## config.mk

```make
export PLATFORM = sky130hd
export DESIGN_NAME = alu_result_buffer_flat
export DESIGN_NICKNAME = d
export VERILOG_FILES = /design/src/rtl/alu_result_buffer_pkg.sv /design/src/rtl/alu_result_buffer_if.sv /design/src/rtl/alu_result_buffer_result_fifo.sv /design/src/rtl/alu_result_buffer.sv /design/src/flat_wrapper.sv
export SDC_FILE = /design/constraint.sdc
export NUM_CORES = 1
export LEC_CHECK = 0
export BUFFER_PORTS_ARGS = -buffer_cell sky130_fd_sc_hd__buf_2
export CAP_MARGIN = 20
export CORE_AREA = 10 10 111 113
export CTS_CLUSTER_DIAMETER = 150
export DETAILED_ROUTE_END_ITERATION = 6
export DIE_AREA = 0 0 121 123
export PLACE_DENSITY = 0.9
export REMOVE_ABC_BUFFERS = 1
export SLEW_MARGIN = 15
export SYNTH_ARGS = -nofsm -noshare
export SYNTH_HDL_FRONTEND = slang
export SYNTH_HIERARCHICAL = 1
export SYNTH_SLANG_ARGS = --single-unit
```

## constraint.sdc

```tcl
create_clock -name clk -period 4.7 [get_ports clk]
set_clock_uncertainty 0.2 [all_clocks]
set_input_delay 0.47 -clock clk [delete_from_list [all_inputs] [get_ports clk]]
set_output_delay 0.47 -clock clk [all_outputs]
set_load 0.005 [all_outputs]
```

## src/rtl/alu_result_buffer_pkg.sv

```systemverilog
// Package shared by the ALU result stage and the ALU control/decode logic.
// Holds the ALU command encoding and a ceil(log2) helper used to size
// FIFO pointers and occupancy counters.
package alu_result_buffer_pkg;

  typedef enum logic [2:0] {
    CMD_ADD  = 3'd0,
    CMD_SUB  = 3'd1,
    CMD_XOR  = 3'd2,
    CMD_SLT  = 3'd3,
    CMD_AND  = 3'd4,
    CMD_NAND = 3'd5,
    CMD_NOR  = 3'd6,
    CMD_OR   = 3'd7
  } alu_cmd_e;

  // Smallest r with 2**r >= n (n >= 1).
  function automatic int log2_ceil(input int n);
    int r;
    r = 0;
    for (int i = 0; i < 31; i++) begin
      if ((1 << i) < n) r = i + 1;
    end
    return r;
  endfunction

endpackage

```

## src/rtl/alu_result_buffer_if.sv

```systemverilog
// Bus bundle between the ALU/issue side, the result buffer and writeback.
//   in_*        ALU result, flags and sideband (command, trap enable, tag, PC)
//   out_*       head of the result buffer toward writeback
//   exc_*       sticky overflow exception status and its clear
// Modports:
//   master : environment side (drives ALU inputs, out_ready, exc_clear)
//   slave  : the result buffer
//
// Handshake: a transfer happens on a rising clk edge where valid & ready are
// both 1. in_ready and out_valid depend only on registered state, so a
// source may look at ready before deciding on valid. Once out_valid is high
// the head fields are held unchanged until out_ready takes them.
interface alu_result_buffer_if #(
  parameter int WIDTH = 32,
  parameter int TAG_W = 5
);
  logic             in_valid;
  logic             in_ready;
  logic [WIDTH-1:0] in_result;
  logic             in_carryout;
  logic             in_zero;
  logic             in_overflow;
  logic [2:0]       in_command;
  logic             in_trap_en;
  logic [TAG_W-1:0] in_dest;
  logic [WIDTH-1:0] in_pc;

  logic             out_valid;
  logic             out_ready;
  logic [WIDTH-1:0] out_result;
  logic             out_carryout;
  logic             out_zero;
  logic [TAG_W-1:0] out_dest;
  logic             out_wr_en;

  logic             exc_pending;
  logic [WIDTH-1:0] exc_pc;
  logic [2:0]       exc_cmd;
  logic             exc_clear;

  modport master (
    output in_valid, in_result, in_carryout, in_zero, in_overflow,
           in_command, in_trap_en, in_dest, in_pc, out_ready, exc_clear,
    input  in_ready, out_valid, out_result, out_carryout, out_zero,
           out_dest, out_wr_en, exc_pending, exc_pc, exc_cmd
  );

  modport slave (
    input  in_valid, in_result, in_carryout, in_zero, in_overflow,
           in_command, in_trap_en, in_dest, in_pc, out_ready, exc_clear,
    output in_ready, out_valid, out_result, out_carryout, out_zero,
           out_dest, out_wr_en, exc_pending, exc_pc, exc_cmd
  );
endinterface

```

## src/rtl/alu_result_buffer_result_fifo.sv

```systemverilog
// Small synchronous FIFO holding packed result entries.
// Ports:
//   clk, reset   rising-edge clock, synchronous active-high reset
//   push         write push_data this cycle (ignored when full)
//   push_data    entry to enqueue
//   not_full     space available (registered-state function)
//   pop          head consumed this cycle (ignored when empty)
//   valid        head entry present (registered-state function)
//   head         entry at the read pointer
// Storage is cleared on reset so the head reads as zero afterwards.
module alu_result_buffer_result_fifo
  import alu_result_buffer_pkg::*;
#(
  parameter int W     = 40,
  parameter int DEPTH = 2
) (
  input  logic         clk,
  input  logic         reset,
  input  logic         push,
  input  logic [W-1:0] push_data,
  output logic         not_full,
  input  logic         pop,
  output logic         valid,
  output logic [W-1:0] head
);
  localparam int AW = log2_ceil(DEPTH);
  localparam logic [AW:0]   FULL_C  = DEPTH[AW:0];
  localparam logic [AW:0]   CNT_ONE = {{AW{1'b0}}, 1'b1};
  localparam logic [AW-1:0] PTR_ONE = {{(AW-1){1'b0}}, 1'b1};

  logic [W-1:0]  mem [DEPTH];
  logic [AW-1:0] wr_ptr;
  logic [AW-1:0] rd_ptr;
  logic [AW:0]   count;
  logic          do_push;
  logic          do_pop;

  assign not_full = (count != FULL_C);
  assign valid    = (count != '0);
  assign do_push  = push & not_full;
  assign do_pop   = pop & valid;
  assign head     = mem[rd_ptr];

  // DEPTH is a power of two, so the pointers wrap without explicit modulo.
  always_ff @(posedge clk) begin
    if (reset) begin
      wr_ptr <= '0;
      rd_ptr <= '0;
      count  <= '0;
      for (int i = 0; i < DEPTH; i++) mem[i] <= '0;
    end else begin
      if (do_push) begin
        mem[wr_ptr] <= push_data;
        wr_ptr      <= wr_ptr + PTR_ONE;
      end
      if (do_pop) rd_ptr <= rd_ptr + PTR_ONE;
      case ({do_push, do_pop})
        2'b10:   count <= count + CNT_ONE;
        2'b01:   count <= count - CNT_ONE;
        default: count <= count;
      endcase
    end
  end
endmodule

```

## src/rtl/alu_result_buffer.sv

```systemverilog
// Registered result stage directly after the combinational ALU.
// Captures result/flags with destination tag into a small FIFO, presents the
// head to writeback, and raises a sticky exception on signed ADD/SUB overflow.
// Ports:
//   clk    rising-edge clock
//   reset  synchronous active-high reset; drops all entries and exceptions
//   bus    alu_result_buffer_if.slave (in_*, out_*, exc_* signals)
module alu_result_buffer
  import alu_result_buffer_pkg::*;
#(
  parameter int WIDTH = 32,
  parameter int TAG_W = 5,
  parameter int DEPTH = 2
) (
  input  logic                 clk,
  input  logic                 reset,
  alu_result_buffer_if.slave   bus
);
  // Entry layout: {result, carryout, zero, dest, wr_en}
  localparam int EW = WIDTH + 3 + TAG_W;

  logic          trap;
  logic          push;
  logic          pop;
  logic          fifo_not_full;
  logic          fifo_valid;
  logic [EW-1:0] push_entry;
  logic [EW-1:0] head_entry;

  logic             exc_pending_q;
  logic [WIDTH-1:0] exc_pc_q;
  logic [2:0]       exc_cmd_q;

  // Only signed ADD/SUB trap; the ALU may still report overflow for SLT.
  assign trap = bus.in_overflow & bus.in_trap_en &
                ((bus.in_command == CMD_ADD) | (bus.in_command == CMD_SUB));

  // A pending exception stalls issue until software acknowledges it;
  // entries already buffered keep draining.
  assign bus.in_ready = fifo_not_full & ~exc_pending_q;
  assign push         = bus.in_valid & bus.in_ready;
  assign pop          = fifo_valid & bus.out_ready;

  // The trapping instruction still flows to writeback, but without a
  // register-file write.
  assign push_entry = {bus.in_result, bus.in_carryout, bus.in_zero,
                       bus.in_dest, ~trap};

  alu_result_buffer_result_fifo #(
    .W     (EW),
    .DEPTH (DEPTH)
  ) u_fifo (
    .clk       (clk),
    .reset     (reset),
    .push      (push),
    .push_data (push_entry),
    .not_full  (fifo_not_full),
    .pop       (pop),
    .valid     (fifo_valid),
    .head      (head_entry)
  );

  assign bus.out_valid = fifo_valid;
  assign {bus.out_result, bus.out_carryout, bus.out_zero,
          bus.out_dest, bus.out_wr_en} = head_entry;

  // A push never coincides with a pending exception (in_ready is low), so
  // capture and clear cannot collide. PC/command stay after a clear for
  // post-mortem reads.
  always_ff @(posedge clk) begin
    if (reset) begin
      exc_pending_q <= 1'b0;
      exc_pc_q      <= '0;
      exc_cmd_q     <= '0;
    end else if (push & trap) begin
      exc_pending_q <= 1'b1;
      exc_pc_q      <= bus.in_pc;
      exc_cmd_q     <= bus.in_command;
    end else if (bus.exc_clear & exc_pending_q) begin
      exc_pending_q <= 1'b0;
    end
  end

  assign bus.exc_pending = exc_pending_q;
  assign bus.exc_pc      = exc_pc_q;
  assign bus.exc_cmd     = exc_cmd_q;
endmodule

```

## src/flat_wrapper.sv

```systemverilog
// flat-port wrapper written by rule: the top's interface ports become plain ports
module alu_result_buffer_flat import alu_result_buffer_pkg::*;
#(
  parameter int WIDTH = 32,
  parameter int TAG_W = 5,
  parameter int DEPTH = 2
)
  (clk, reset, bus_in_valid, bus_in_result, bus_in_carryout, bus_in_zero, bus_in_overflow, bus_in_command, bus_in_trap_en, bus_in_dest, bus_in_pc, bus_out_ready, bus_exc_clear, bus_in_ready, bus_out_valid, bus_out_result, bus_out_carryout, bus_out_zero, bus_out_dest, bus_out_wr_en, bus_exc_pending, bus_exc_pc, bus_exc_cmd);
  alu_result_buffer_if #(.WIDTH(WIDTH), .TAG_W(TAG_W)) bus_i ();
  input  logic clk;
  input  logic reset;
  input wire logic [$bits(bus_i.in_valid)-1:0] bus_in_valid;
  input wire logic [$bits(bus_i.in_result)-1:0] bus_in_result;
  input wire logic [$bits(bus_i.in_carryout)-1:0] bus_in_carryout;
  input wire logic [$bits(bus_i.in_zero)-1:0] bus_in_zero;
  input wire logic [$bits(bus_i.in_overflow)-1:0] bus_in_overflow;
  input wire logic [$bits(bus_i.in_command)-1:0] bus_in_command;
  input wire logic [$bits(bus_i.in_trap_en)-1:0] bus_in_trap_en;
  input wire logic [$bits(bus_i.in_dest)-1:0] bus_in_dest;
  input wire logic [$bits(bus_i.in_pc)-1:0] bus_in_pc;
  input wire logic [$bits(bus_i.out_ready)-1:0] bus_out_ready;
  input wire logic [$bits(bus_i.exc_clear)-1:0] bus_exc_clear;
  output wire logic [$bits(bus_i.in_ready)-1:0] bus_in_ready;
  output wire logic [$bits(bus_i.out_valid)-1:0] bus_out_valid;
  output wire logic [$bits(bus_i.out_result)-1:0] bus_out_result;
  output wire logic [$bits(bus_i.out_carryout)-1:0] bus_out_carryout;
  output wire logic [$bits(bus_i.out_zero)-1:0] bus_out_zero;
  output wire logic [$bits(bus_i.out_dest)-1:0] bus_out_dest;
  output wire logic [$bits(bus_i.out_wr_en)-1:0] bus_out_wr_en;
  output wire logic [$bits(bus_i.exc_pending)-1:0] bus_exc_pending;
  output wire logic [$bits(bus_i.exc_pc)-1:0] bus_exc_pc;
  output wire logic [$bits(bus_i.exc_cmd)-1:0] bus_exc_cmd;
  assign bus_i.in_valid = bus_in_valid;
  assign bus_i.in_result = bus_in_result;
  assign bus_i.in_carryout = bus_in_carryout;
  assign bus_i.in_zero = bus_in_zero;
  assign bus_i.in_overflow = bus_in_overflow;
  assign bus_i.in_command = bus_in_command;
  assign bus_i.in_trap_en = bus_in_trap_en;
  assign bus_i.in_dest = bus_in_dest;
  assign bus_i.in_pc = bus_in_pc;
  assign bus_i.out_ready = bus_out_ready;
  assign bus_i.exc_clear = bus_exc_clear;
  assign bus_in_ready = bus_i.in_ready;
  assign bus_out_valid = bus_i.out_valid;
  assign bus_out_result = bus_i.out_result;
  assign bus_out_carryout = bus_i.out_carryout;
  assign bus_out_zero = bus_i.out_zero;
  assign bus_out_dest = bus_i.out_dest;
  assign bus_out_wr_en = bus_i.out_wr_en;
  assign bus_exc_pending = bus_i.exc_pending;
  assign bus_exc_pc = bus_i.exc_pc;
  assign bus_exc_cmd = bus_i.exc_cmd;
  alu_result_buffer #(.WIDTH(WIDTH), .TAG_W(TAG_W), .DEPTH(DEPTH)) u_core (.clk(clk), .reset(reset), .bus(bus_i));
endmodule
```

Word level (Yosys, flattened, before mapping) --
Memory sizes are Yosys's and may differ from the RTL's. A register that Yosys moved wholly into a read port is not among the register bits. Index checks and enable logic that the tools add are counted.
Cells by class: equal/unequal tests 4, muxes and demuxes 13, bitwise gates (word level) 12, reductions and logical operators 5, $add $sub $neg 4
Operator list (number):
- $mux W40 | 1
- $reduce_or A40 Y1 | 1
- $mux W1 | 11
- $and A1 B1 Y1 | 9
- $reduce_bool A2 Y1 | 3
- $pmux W2 S2 | 1
- $eq A3 B1 Y1 const B | 1
- $logic_not A3 Y1 | 1
- $add A1 B1 Y1 const B | 2
- $add A2 B1 Y2 const B | 1
- $eq A2 B1 Y1 const B | 1
- $eq A2 B2 Y1 const B | 1
- $ne A2 B2 Y1 const B | 1
- $not A1 Y1 | 2
- $sub A2 B1 Y2 const B | 1
- $or A1 B1 Y1 | 1
Storage, ports and cells: bits in registers 40, output and inout bits 78, logic and storage cells 45, RAM bits 80, input port bits 81, memories kept 1
Memory list:
- u_core.u_fifo.mem | depth 2, bits a word 40, read ports 1, clocked after Yosys merged registers in 1, wr ports 2, RTL line alu_result_buffer_result_fifo.sv:31 | logic [W-1:0] mem [DEPTH];

Longest topological paths before layout --
Gate-level depths: netlist (run 1).
depth in word-level cells 9, mapped depth 7, depth with buffers taken out 7

Modules after synthesis --
The synthesis (run 1) kept the hierarchy.
Modules (own cells, without submodules):
- alu_result_buffer_result_fifo | cells an instance 282, area an instance 3729.8 µm², instances 1, sequential area each 2502.4 µm²
- alu_result_buffer | cells an instance 155, area an instance 1679.1 µm², instances 1, sequential area each 720.7 µm²

Worst setup path before layout (run 1) --
No wires, ideal clock.
path type register to register, start point register u_core.u_fifo.count[0], end point memory u_core.u_fifo.mem[0][0] (enable), buffers on the path 0, cell stages (with the launch flop) 5, arrival 1.900 ns, path slack 2.196 ns, library setup time 0.404 ns, cells stage by stage dfxtp_1 -> nand2b_4 -> and3b_1 -> nand3b_2 -> nand2b_1
RTL lines:
- start, declared | RTL line alu_result_buffer_result_fifo.sv:34 | logic [AW:0] count;
- start signal, assigned | RTL line alu_result_buffer_result_fifo.sv:58 | 2'b10: count <= count + CNT_ONE;
- start signal, assigned | RTL line alu_result_buffer_result_fifo.sv:59 | 2'b01: count <= count - CNT_ONE;
- start signal, assigned | RTL line alu_result_buffer_result_fifo.sv:60 | default: count <= count;
- end, declared | RTL line alu_result_buffer_result_fifo.sv:31

==> run_results.csv, run 1 <==
group,metric,value,unit
status,status,"completed",
finish,nNetsFinal,691,
timing,finalSetupViolations,0,
global_routing,grt_pass1_vias,4112,
synth,synth_top_family_by_area,"simple AND/OR/NAND/NOR gates",
worst_setup_path,path_cells,"nand2b_4, and3b_1, nand3_2, nand2b_2",
clock_tree,cts_max_path_buffers,2,
pwr,p_int,2493,uW
placed_design,placed_area,0.006212,mm2
clock_tree,cts_sinks,121,
timing,tns,0,ps
placed_design,numPortBuffers,158,
clock_tree,tritoncts,"done",
global_routing,antenna_found_initial,2,
worst_setup_path,cpLargestDelayFamily,"simple AND/OR/NAND/NOR gates",
clock_tree,clkLatencyLatePin,500,ps
synth,postSynthCellCount,437,
worst_setup_path,required,4620,ps
synth,synth_fa_ha_area_share,0.2313,%
worst_setup_path,crit_cells,4,
hold_path,whs_path_depth,3,
floorplanning,io_pins,159,
worst_setup_path,crit_arrival,3220,ps
route,route.detailed.drc,0,
worst_setup_path,crit_fanout,41,
timing,rsz0062_at_grt,"false",
placed_design,gp_congestion,0.7325,
placed_design,dp_hpwl,8.561,mm
clock_tree,numCtsBuffers,17,
route,wirelength,13.07,mm
global_routing,grt_max_degree,89,
route,route.vias.total,3838,
pwr,sw_frac_of_total,24.63,%
pwr,switchingPower,814.5,uW
timing,maxSlewViolCount,0,
worst_setup_path,r2r_cells,4,
route,firstDrtPassIters,4,
worst_setup_path,cp_slowest_cell,"nand2b_2",
timing,hold_violations,0,
synth,synth.area.top_cells,"edfxtp_1 (44%), dfxtp_1 (15%), nand2b_1 (12%)",
timing,tightest_slew,1057,ps
worst_setup_path,startpoint_type,"flop",
finish,finalNonFillerCells,759,
timing,period_minus_slack,3298,ps
worst_setup_path,critPathMaxStageDelay,1080,ps
worst_setup_path,worst-setup-path-type,"flop to flop",
global_routing,grt_first_pass_wirelength,20.33,mm
synth,synth_xor_area_share,0.4858,%
floorplanning,die_w,121,um
pwr,ir_drop,0.2177,mV
global_routing,grt_overflow,0,
pwr,p_per_area,468.9,mW/mm2
synth,synth_compound_area_share,0.7865,%
route,ant_nets,0,
synth,yosysWarnings,6,
pwr,p_comb_share,17.8,%
timing,finalCritPeriodShare,70.17,%
synth,synth_area,0.005409,mm2
route,wl_per_cell,17.22,um
synth,synthMuxAreaShare,14.43,%
route,via_per_inst,5.057,
pwr,seq_power_share,42.0,%
synth,ys_ff_latch,121,
timing,max_freq,0.3032,GHz
synth,synth_cell_types,30,
run,drv_cap,0,
finish,drive_above_1_share,39.55,%
clock_tree,path_clk_slew,60,ps
global_routing,grtUsageTotal,17.36,%
finish,syn_to_final_growth,30.42,%
worst_setup_path,crit_buf_inv,0,
finish,design_area,0.007054,mm2
placed_design,dp_cells,706,
floorplanning,initial_core_util,53.35,%
route,drt_iter0_drc,212,
synth,yosys.area_share.simple,21.03,%
worst_setup_path,critPathCaptureType,"flop",
floorplanning,die_h,123,um
floorplanning,rows,37,
synth,yosysSeqAreaShare,59.59,%
pwr,power.share.clock,40.2,%
synth,synth-edff-count,80,
clock_tree,root_buffer,"clkbuf_8",
clock_tree,htree_levels,4,
synth,async_reset_ff_share,0,%
synth,synth_top_area_share,44.41,%
synth,avgSynthCellArea,12.38,um2
floorplanning,die-area,0.01488,mm2
finish,utilization,69.58,%
synth,yosysTopAreaCell,"edfxtp_1",
timing,slew_headroom,29.52,%
clock_tree,cts_setup_buffers,0,
timing,hold-worst-slack,32.03,ps
hold_path,hold_class,"input port to flop",
pwr,p_leak,0.002980,uW
floorplanning,coreArea,0.01014,mm2
synth,ys.flop_type,"edfxtp_1",
-- layout make-up --
type	count	area, um2
Clock buffer	26	571.8
Multi-Input combinational cell	288	2004
Timing Repair Buffer	181	1013
Sequential cell	121	3224
Antenna cell	1	2.502
Tap cell	136	170.2
Fill cell	681	3084
Clock inverter	6	67.56
-- per-stage QoR --
| step | worst slack [ps] | total power (uW) |
|---|---|---|
| 3_3_place_gp | 1509 | 1957 |
| 2_1_floorplan | 1651 | 1715 |
| 4_1_cts | 1366 | 3341 |
| 5_1_grt | 1177 | 3453 |
| 6_report | 1402 | 3308 |
| 3_5_place_dp | 1385 | 1991 |
-- logic make-up after synthesis --
group / Yosys count
AO/OA/AOI/OAI: 6
XOR/XNOR: 3
adder cells (fa/ha/maj): 1
buffers and inverters: 28
flip-flops: 121
multiplexers: 73
AND/OR/NAND/NOR: 205
-- cells in the mapped netlist, types with 2 or more instances --
cell	count
mux2_2	40
a21oi_1	2
xnor2_1	2
mux2i_1	33
dfxtp_1	41
nor3b_2	2
clkbuf_1	11
nand2b_1	108
buf_2	13
nor2_1	83
buf_12	4
edfxtp_1	80
-- routing by layer --
metal	share of wire (%)	global-route usage [%]	routed length [um]
met5	0.099	0	13
met4	1.1	6.561	142
met3	15	11.49	1902
met2	46	27.55	6034
met1	38	18.07	4979
-- power by group through the flow --
stage	sequential [uW]	clock [uW]	combinational [uW]
6_report	1390	1330	590
4_1_cts	1390	1350	598
3_3_place_gp	1390	0	564
5_1_grt	1410	1400	646
2_1_floorplan	1380	0	332
3_5_place_dp	1410	0	580
-- flip-flops by register name (all words and copies together), names as in the netlist, named ones only --
name	cells
u_core/u_fifo/mem	80
u_core/bus.exc_pc	32
u_core/bus.exc_cmd	3
u_core/u_fifo/count	2
u_core/bus.exc_pending	1
u_core/u_fifo/rd_ptr	1
u_core/u_fifo/wr_ptr	1
-- cell usage in the layout, fill, tap and decap left out, drive strengths merged, types with 2 or more instances in the layout --
cell,count
a21oi,2
buf,161
clkbuf,26
clkinv,4
dfxtp,41
dlygate4sd3,20
edfxtp,80
mux2,40
mux2i,33
nand2b,109
nor2,83
nor2b,2
nor3b,2
xnor2,2
-- repair_timing --
| item | CTS | global route |
|---|---|---|
| hold endpoints to repair | 20 | 0 |
| gates resized for setup | 0 | 0 |
| hold buffers | 20 | 0 |
-- worst reg2reg max path: cells and delay by family, from the launching register on --
kind             cells  cell delay [ps]
DFF                  1              420
and+or+nand+nor      4             2290
-- worst paths after layout --
kind / from / endpoint / slack, ps
hold reg to reg: u_core/bus.exc_pc[0] / u_core/bus.exc_pc[0] / 270
setup / recovery: u_core/u_fifo/count[0] / u_core/u_fifo/mem[1][7] / 1400
setup reg to reg: u_core/u_fifo/count[0] / u_core/u_fifo/mem[1][7] / 1400
hold / removal: bus_in_pc[18] / u_core/bus.exc_pc[18] / 30
Power figures use the tool's default switching activity.
==> inputs of run 2 (changes only) <==
--- a/config.mk
+++ b/config.mk
@@ -5,13 +5,14 @@
 export SDC_FILE = /design/constraint.sdc
 export NUM_CORES = 1
 export LEC_CHECK = 0
+export ABC_AREA = 1
 export BUFFER_PORTS_ARGS = -buffer_cell sky130_fd_sc_hd__buf_2
 export CAP_MARGIN = 20
-export CORE_AREA = 10 10 111 113
+export CORE_AREA = 10 10 113 115
 export CTS_CLUSTER_DIAMETER = 150
 export DETAILED_ROUTE_END_ITERATION = 6
-export DIE_AREA = 0 0 121 123
-export PLACE_DENSITY = 0.9
+export DIE_AREA = 0 0 123 125
+export PLACE_DENSITY = 0.87
 export REMOVE_ABC_BUFFERS = 1
 export SLEW_MARGIN = 15
 export SYNTH_ARGS = -nofsm -noshare
==> constraint.sdc (replaced) <==
create_clock -name clk -period 3.3 [get_ports clk]
set_clock_uncertainty 0.2 [all_clocks]
set_input_delay 0.33 -clock clk [delete_from_list [all_inputs] [get_ports clk]]
set_output_delay 0.33 -clock clk [all_outputs]
set_load 0.005 [all_outputs]
==> run_results.csv, run 2 <==
group,metric,value,unit
status,status,"completed",
placed_design,numPortBuffers,158,
clock_tree,path_clk_slew,50,ps
placed_design,dp_hpwl,8.682,mm
placed_design,dp_cells,810,
worst_setup_path,r2r_cells,9,
worst_setup_path,required,2770,ps
clock_tree,cts_max_path_buffers,2,
global_routing,grtUsageTotal,19.53,%
worst_setup_path,crit_fanout,40,
worst_setup_path,worst-setup-path-type,"flop to output port",
pwr,p_leak,0.003675,uW
synth,async_reset_ff_share,0,%
finish,largest_reg_flops,80,
finish,syn_to_final_growth,39.82,%
synth,ys.flop_type,"edfxtp_1",
clock_tree,root_buffer,"clkbuf_8",
timing,rsz0062_at_grt,"false",
worst_setup_path,crit_arrival,2050,ps
floorplanning,die-area,0.01538,mm2
finish,utilization,70.85,%
timing,tns,0,ps
finish,nNetsFinal,845,
synth,postSynthCellCount,530,
route,route.vias.total,4543,
clock_tree,cts_setup_buffers,0,
global_routing,grt_overflow,0,
synth,yosysTopAreaCell,"edfxtp_1",
synth,synth_area,0.005373,mm2
synth,ys_ff_latch,121,
floorplanning,coreArea,0.01060,mm2
worst_setup_path,r2r_slack,990,ps
run,drv_cap,0,
pwr,p_per_area,572.8,mW/mm2
route,via_per_inst,4.960,
floorplanning,initial_core_util,50.67,%
route,wirelength,14.98,mm
finish,top_register,"u_core/u_fifo/mem",
route,drt_iter0_drc,404,
finish,drive_above_1_share,34.41,%
floorplanning,io_pins,159,
global_routing,antenna_found_initial,0,
timing,max_freq,0.3870,GHz
worst_setup_path,r2r_start,"u_core/u_fifo/count[0]",
clock_tree,tritoncts,"done",
synth,synth_common_cells,"nor2_1 (146), inv_1 (83), edfxtp_1 (80)",
route,firstDrtPassIters,5,
placed_design,gp_congestion,0.7756,
global_routing,grt_pass1_vias,4701,
worst_setup_path,regToRegEndpoint,"u_core/u_fifo/mem[1][26]",
finish,finalNonFillerCells,916,
clock_tree,cts_sinks,121,
route,wl_per_cell,16.35,um
finish,final_common_cell,"buf_2",
worst_setup_path,endpoint,"bus_out_dest[3]",
synth,yosysWarnings,6,
finish,diodes,0,
clock_tree,numCtsBuffers,17,
floorplanning,die_h,125,um
pwr,ir_drop,0.2990,mV
finish,final_cell_mix,"buf_2 (158), nor2_1 (146), inv_1 (83)",
clock_tree,htree_levels,4,
route,route.detailed.drc,0,
worst_setup_path,critPathCaptureType,"output port",
timing,slew_headroom,34.74,%
floorplanning,die_w,123,um
worst_setup_path,startpoint_type,"flop",
clock_tree,cts-resized-gates,0,
timing,maxSlewViolCount,0,
synth,synth_cell_types,23,
global_routing,grt_max_degree,42,
hold_path,hold_class,"input port to flop",
route,ant_nets,0,
timing,finalCritPeriodShare,78.30,%
synth,synth.area.top_cells,"edfxtp_1 (45%), dfxtp_1 (15%), nor2_1 (10%)",
synth,synth-edff-count,80,
synth,yosysMostFrequentCell,"nor2_1",
floorplanning,rows,38,
synth,yosysSeqAreaShare,59.99,%
timing,hold_violations,0,
clock_tree,clkLatencyLatePin,500,ps
timing,finalSetupViolations,0,
synth,synth_top_area_share,44.71,%
pwr,total_power,4303,uW
timing,period_minus_slack,2584,ps
global_routing,grt_first_pass_wirelength,24.09,mm
timing,tightest_slew,978.9,ps
synth,avgSynthCellArea,10.14,um2
-- run 2: changes by cell type in the layout (fill, tap and decap cells not counted), moves of 5 or more --
| cell | previous run | this run |
|---|---|---|
| nand2b_1 | 106 | 0 |
| inv_1 | 0 | 83 |
| nor2_1 | 83 | 146 |
| dlygate4sd3_1 | 20 | 74 |
| nand2_1 | 1 | 45 |
| nand3_1 | 0 | 34 |
| mux2i_1 | 33 | 0 |
| nor2_2 | 0 | 12 |
| inv_2 | 0 | 5 |
-- run 2: final cells by class --
class	count	area (um2)
Clock buffer	24	528.0
Clock inverter	8	76.32
Fill cell	712	3090
Inverter	89	334.1
Multi-Input combinational cell	296	1598
Sequential cell	121	3224
Tap cell	140	175.2
Timing Repair Buffer	238	1577
-- run 2: how the worst min path moves through the flow --
stage,depth (start not counted),endpoint,start,slack [ps]
after floorplan,1,u_core/bus.exc_pending,reset,200
after global placement,2,u_core/bus.exc_cmd[2],u_core/bus.exc_cmd[2],230
after detailed placement,2,u_core/bus.exc_cmd[2],u_core/bus.exc_cmd[2],240
after CTS,5,u_core/bus.exc_cmd[2],bus_in_command[1],70
after global routing,5,u_core/bus.exc_cmd[1],bus_in_command[1],110
final,6,flop,bus_out_ready,90
-- run 2: cells by family (layout without fill, tap and decap cells) --
logic type / count (synthesis) / after routing / share of synthesized area, %
mux: 40 / 40 / 8.384
simple gates: 252 / 252 / 20.75
flops: 121 / 121 / 59.99
compound gates: 3 / 3 / 0.2794
buf+inv: 113 / 359 / 10.36
fa+ha+maj: 1 / 1 / 0.2328
-- run 2: timing repair --
action,4_1_cts,5_1_grt
setup endpoints to repair,0,0
hold buffers,74,0
endpoints found under the hold margin,112,0
-- run 2: metrics by stage --
stage               setup slack [ps]  hold WS [ps]  cell area [um2]
global placement                1083         229.1             6167
CTS                            695.5         71.32             7512
finish                         716.1         91.34             7512
global route                   595.8         112.9             7512
floorplan                      211.8         202.4             5150
detailed placement             979.8         237.3             6167
-- run 2: critical path: stages, from the launching register on --
cell and delay (ps):
dfxtp_2 970, mux2_2 440, buf_2 140
-- run 2: power by group --
part / total [uW] / internal [uW] / switching (uW)
Sequential: 1830 / 1760 / 67.9
Combinational: 654 / 313 / 341
Clock: 1820 / 1180 / 632
-- run 2: layer usage --
| metal | vias up | GRT usage (%) | wire length (um) |
|---|---|---|---|
| met5 | - | 0 | 0 |
| met4 | 0 | 5.963 | 224 |
| met3 | 28 | 10.17 | 2076 |
| met2 | 277 | 30.79 | 7040 |
| met1 | 2111 | 22.59 | 5634 |
| li1 | 2127 | - | - |
==> inputs of run 3 (changes only) <==
==> constraint.sdc (replaced) <==
create_clock -name clk -period 2.52 [get_ports clk]
set_clock_uncertainty 0.2 [all_clocks]
set_input_delay 0.252 -clock clk [delete_from_list [all_inputs] [get_ports clk]]
set_output_delay 0.252 -clock clk [all_outputs]
set_load 0.005 [all_outputs]
==> run_results.csv, run 3 (synthesis gave the netlist of run 2 again) <==
group,metric,value,unit
floorplanning,die_w,123,um
route,ant_nets,0,
placed_design,gp_congestion,0.7787,
pwr,ir_drop,0.5120,mV
route,wirelength,14.75,mm
timing,tightest_slew,955.1,ps
route,drt_iter0_drc,331,
finish,diodes,0,
finish,largest_reg_flops,80,
floorplanning,initial_core_util,50.67,%
route,via_per_inst,4.831,
floorplanning,die-area,0.01538,mm2
timing,finalSetupViolations,0,
finish,final_common_cell,"buf_2",
pwr,p_leak,0.003650,uW
timing,hold_violations,0,
placed_design,dp_cells,810,
placed_design,dp_hpwl,8.638,mm
finish,utilization,70.82,%
timing,max_freq,0.4401,GHz
pwr,total_power,5540,uW
clock_tree,cts-resized-gates,0,
finish,finalNonFillerCells,917,
worst_setup_path,crit_arrival,1820,ps
route,firstDrtPassIters,5,
worst_setup_path,worst-setup-path-type,"flop to output port",
finish,final_cell_mix,"buf_2 (158), nor2_1 (146), inv_1 (83)",
clock_tree,cts_sinks,121,
clock_tree,clkLatencyLatePin,500,ps
timing,fin_ws,247.9,ps
global_routing,grtUsageTotal,19.40,%
timing,rsz0062_at_grt,"false",
clock_tree,htree_levels,4,
global_routing,antenna_found_initial,0,
clock_tree,numCtsBuffers,17,
global_routing,grt_overflow,0,
timing,finalCritPeriodShare,90.16,%
finish,drive_above_1_share,34.23,%
global_routing,grt_max_degree,41,
route,wl_per_cell,16.08,um
clock_tree,path_clk_slew,50,ps
timing,maxSlewViolCount,0,
finish,syn_to_final_growth,39.75,%
route,route.detailed.drc,0,
hold_path,hold_class,"input port to flop",
floorplanning,io_pins,159,
floorplanning,die_h,125,um
route,route.vias.total,4430,
pwr,p_per_area,737.8,mW/mm2
worst_setup_path,startpoint_type,"flop",
clock_tree,tritoncts,"done",
finish,top_register,"u_core/u_fifo/mem",
placed_design,numPortBuffers,158,
clock_tree,root_buffer,"clkbuf_8",
finish,nNetsFinal,846,
run,drv_cap,0,
timing,slew_headroom,35.93,%
global_routing,grt_pass1_vias,4736,
worst_setup_path,required,2070,ps
worst_setup_path,critPathCaptureType,"output port",
timing,period_minus_slack,2272,ps
floorplanning,rows,38,
clock_tree,cts_max_path_buffers,2,
floorplanning,coreArea,0.01060,mm2
timing,tns,0,ps
worst_setup_path,crit_fanout,40,
placed_design,dp_slack,508.5,ps
status,status,"completed",
global_routing,grt_first_pass_wirelength,23.76,mm
run 3: cell count changes in the layout (fill, tap and decap cells not counted):
cell           delta
clkinv_4          +1
clkinvlp_4        +4
inv_6             +2
dlygate4sd3_1     +1
clkbuf_8          -2
clkbuf_4          -1
buf_4             -2
bufinv_16         +1
clkbuf_16         -3
clkinv_1          +1
inv_4             -3
buf_12            +2
run 3: worst paths after layout:
path                                               end  cells after the start                   start  slack [ps]
worst min register to register   u_core/bus.exc_cmd[1]                      2   u_core/bus.exc_cmd[1]         250
worst max register to register  u_core/bus.exc_pending                      7  u_core/u_fifo/count[0]         430
worst min-delay path              u_core/u_fifo/rd_ptr                      7           bus_out_ready          30
worst max-delay path                bus_out_result[28]                      3                    flop         250
run 3: where the power goes:
part           internal (uW)  switching, uW  leakage, uW  total, uW
Sequential              2310           60.7      0.00117       2370
Clock                   1410            867     0.000266       2280
Combinational            418            475      0.00222        893
run 3: timing repair:
action	in CTS	in global routing
buffers inserted	0	0
hold endpoints to repair	118	0
hold buffers	75	0
run 3: final cells by class:
cell class	instances	area, um2
flip-flops and latches	121	3224
fillers	709	3094
repair buffers	239	1612
multi-input cells	296	1598
clock buffers	18	417.9
inverters	89	334.1
well taps	140	175.2
clock inverters	14	147.6
run 3: worst max-delay path, cell delays in order, from the launching register on:
cell and delay, ps:
dfxtp_2 310, buf_4 450, mux2_2 420, buf_2 140
run 3: routing by layer:
layer	part of all wire, %	vias to the layer above	track usage (%)
met3	12	6	9.631
met4	0.62	0	5.826
met2	49	232	31.14
met5	0	-	0
met1	38	2065	22.25
li1	-	2127	-
run 3: through the flow:
stage          hold slack, ps  instance area (um2)
3_5_place_dp            234.4                 6192
6_report                31.89                 7508
3_3_place_gp            228.4                 6192
2_1_floorplan           124.4                 5150
4_1_cts                 5.646                 7508
5_1_grt                 34.86                 7508
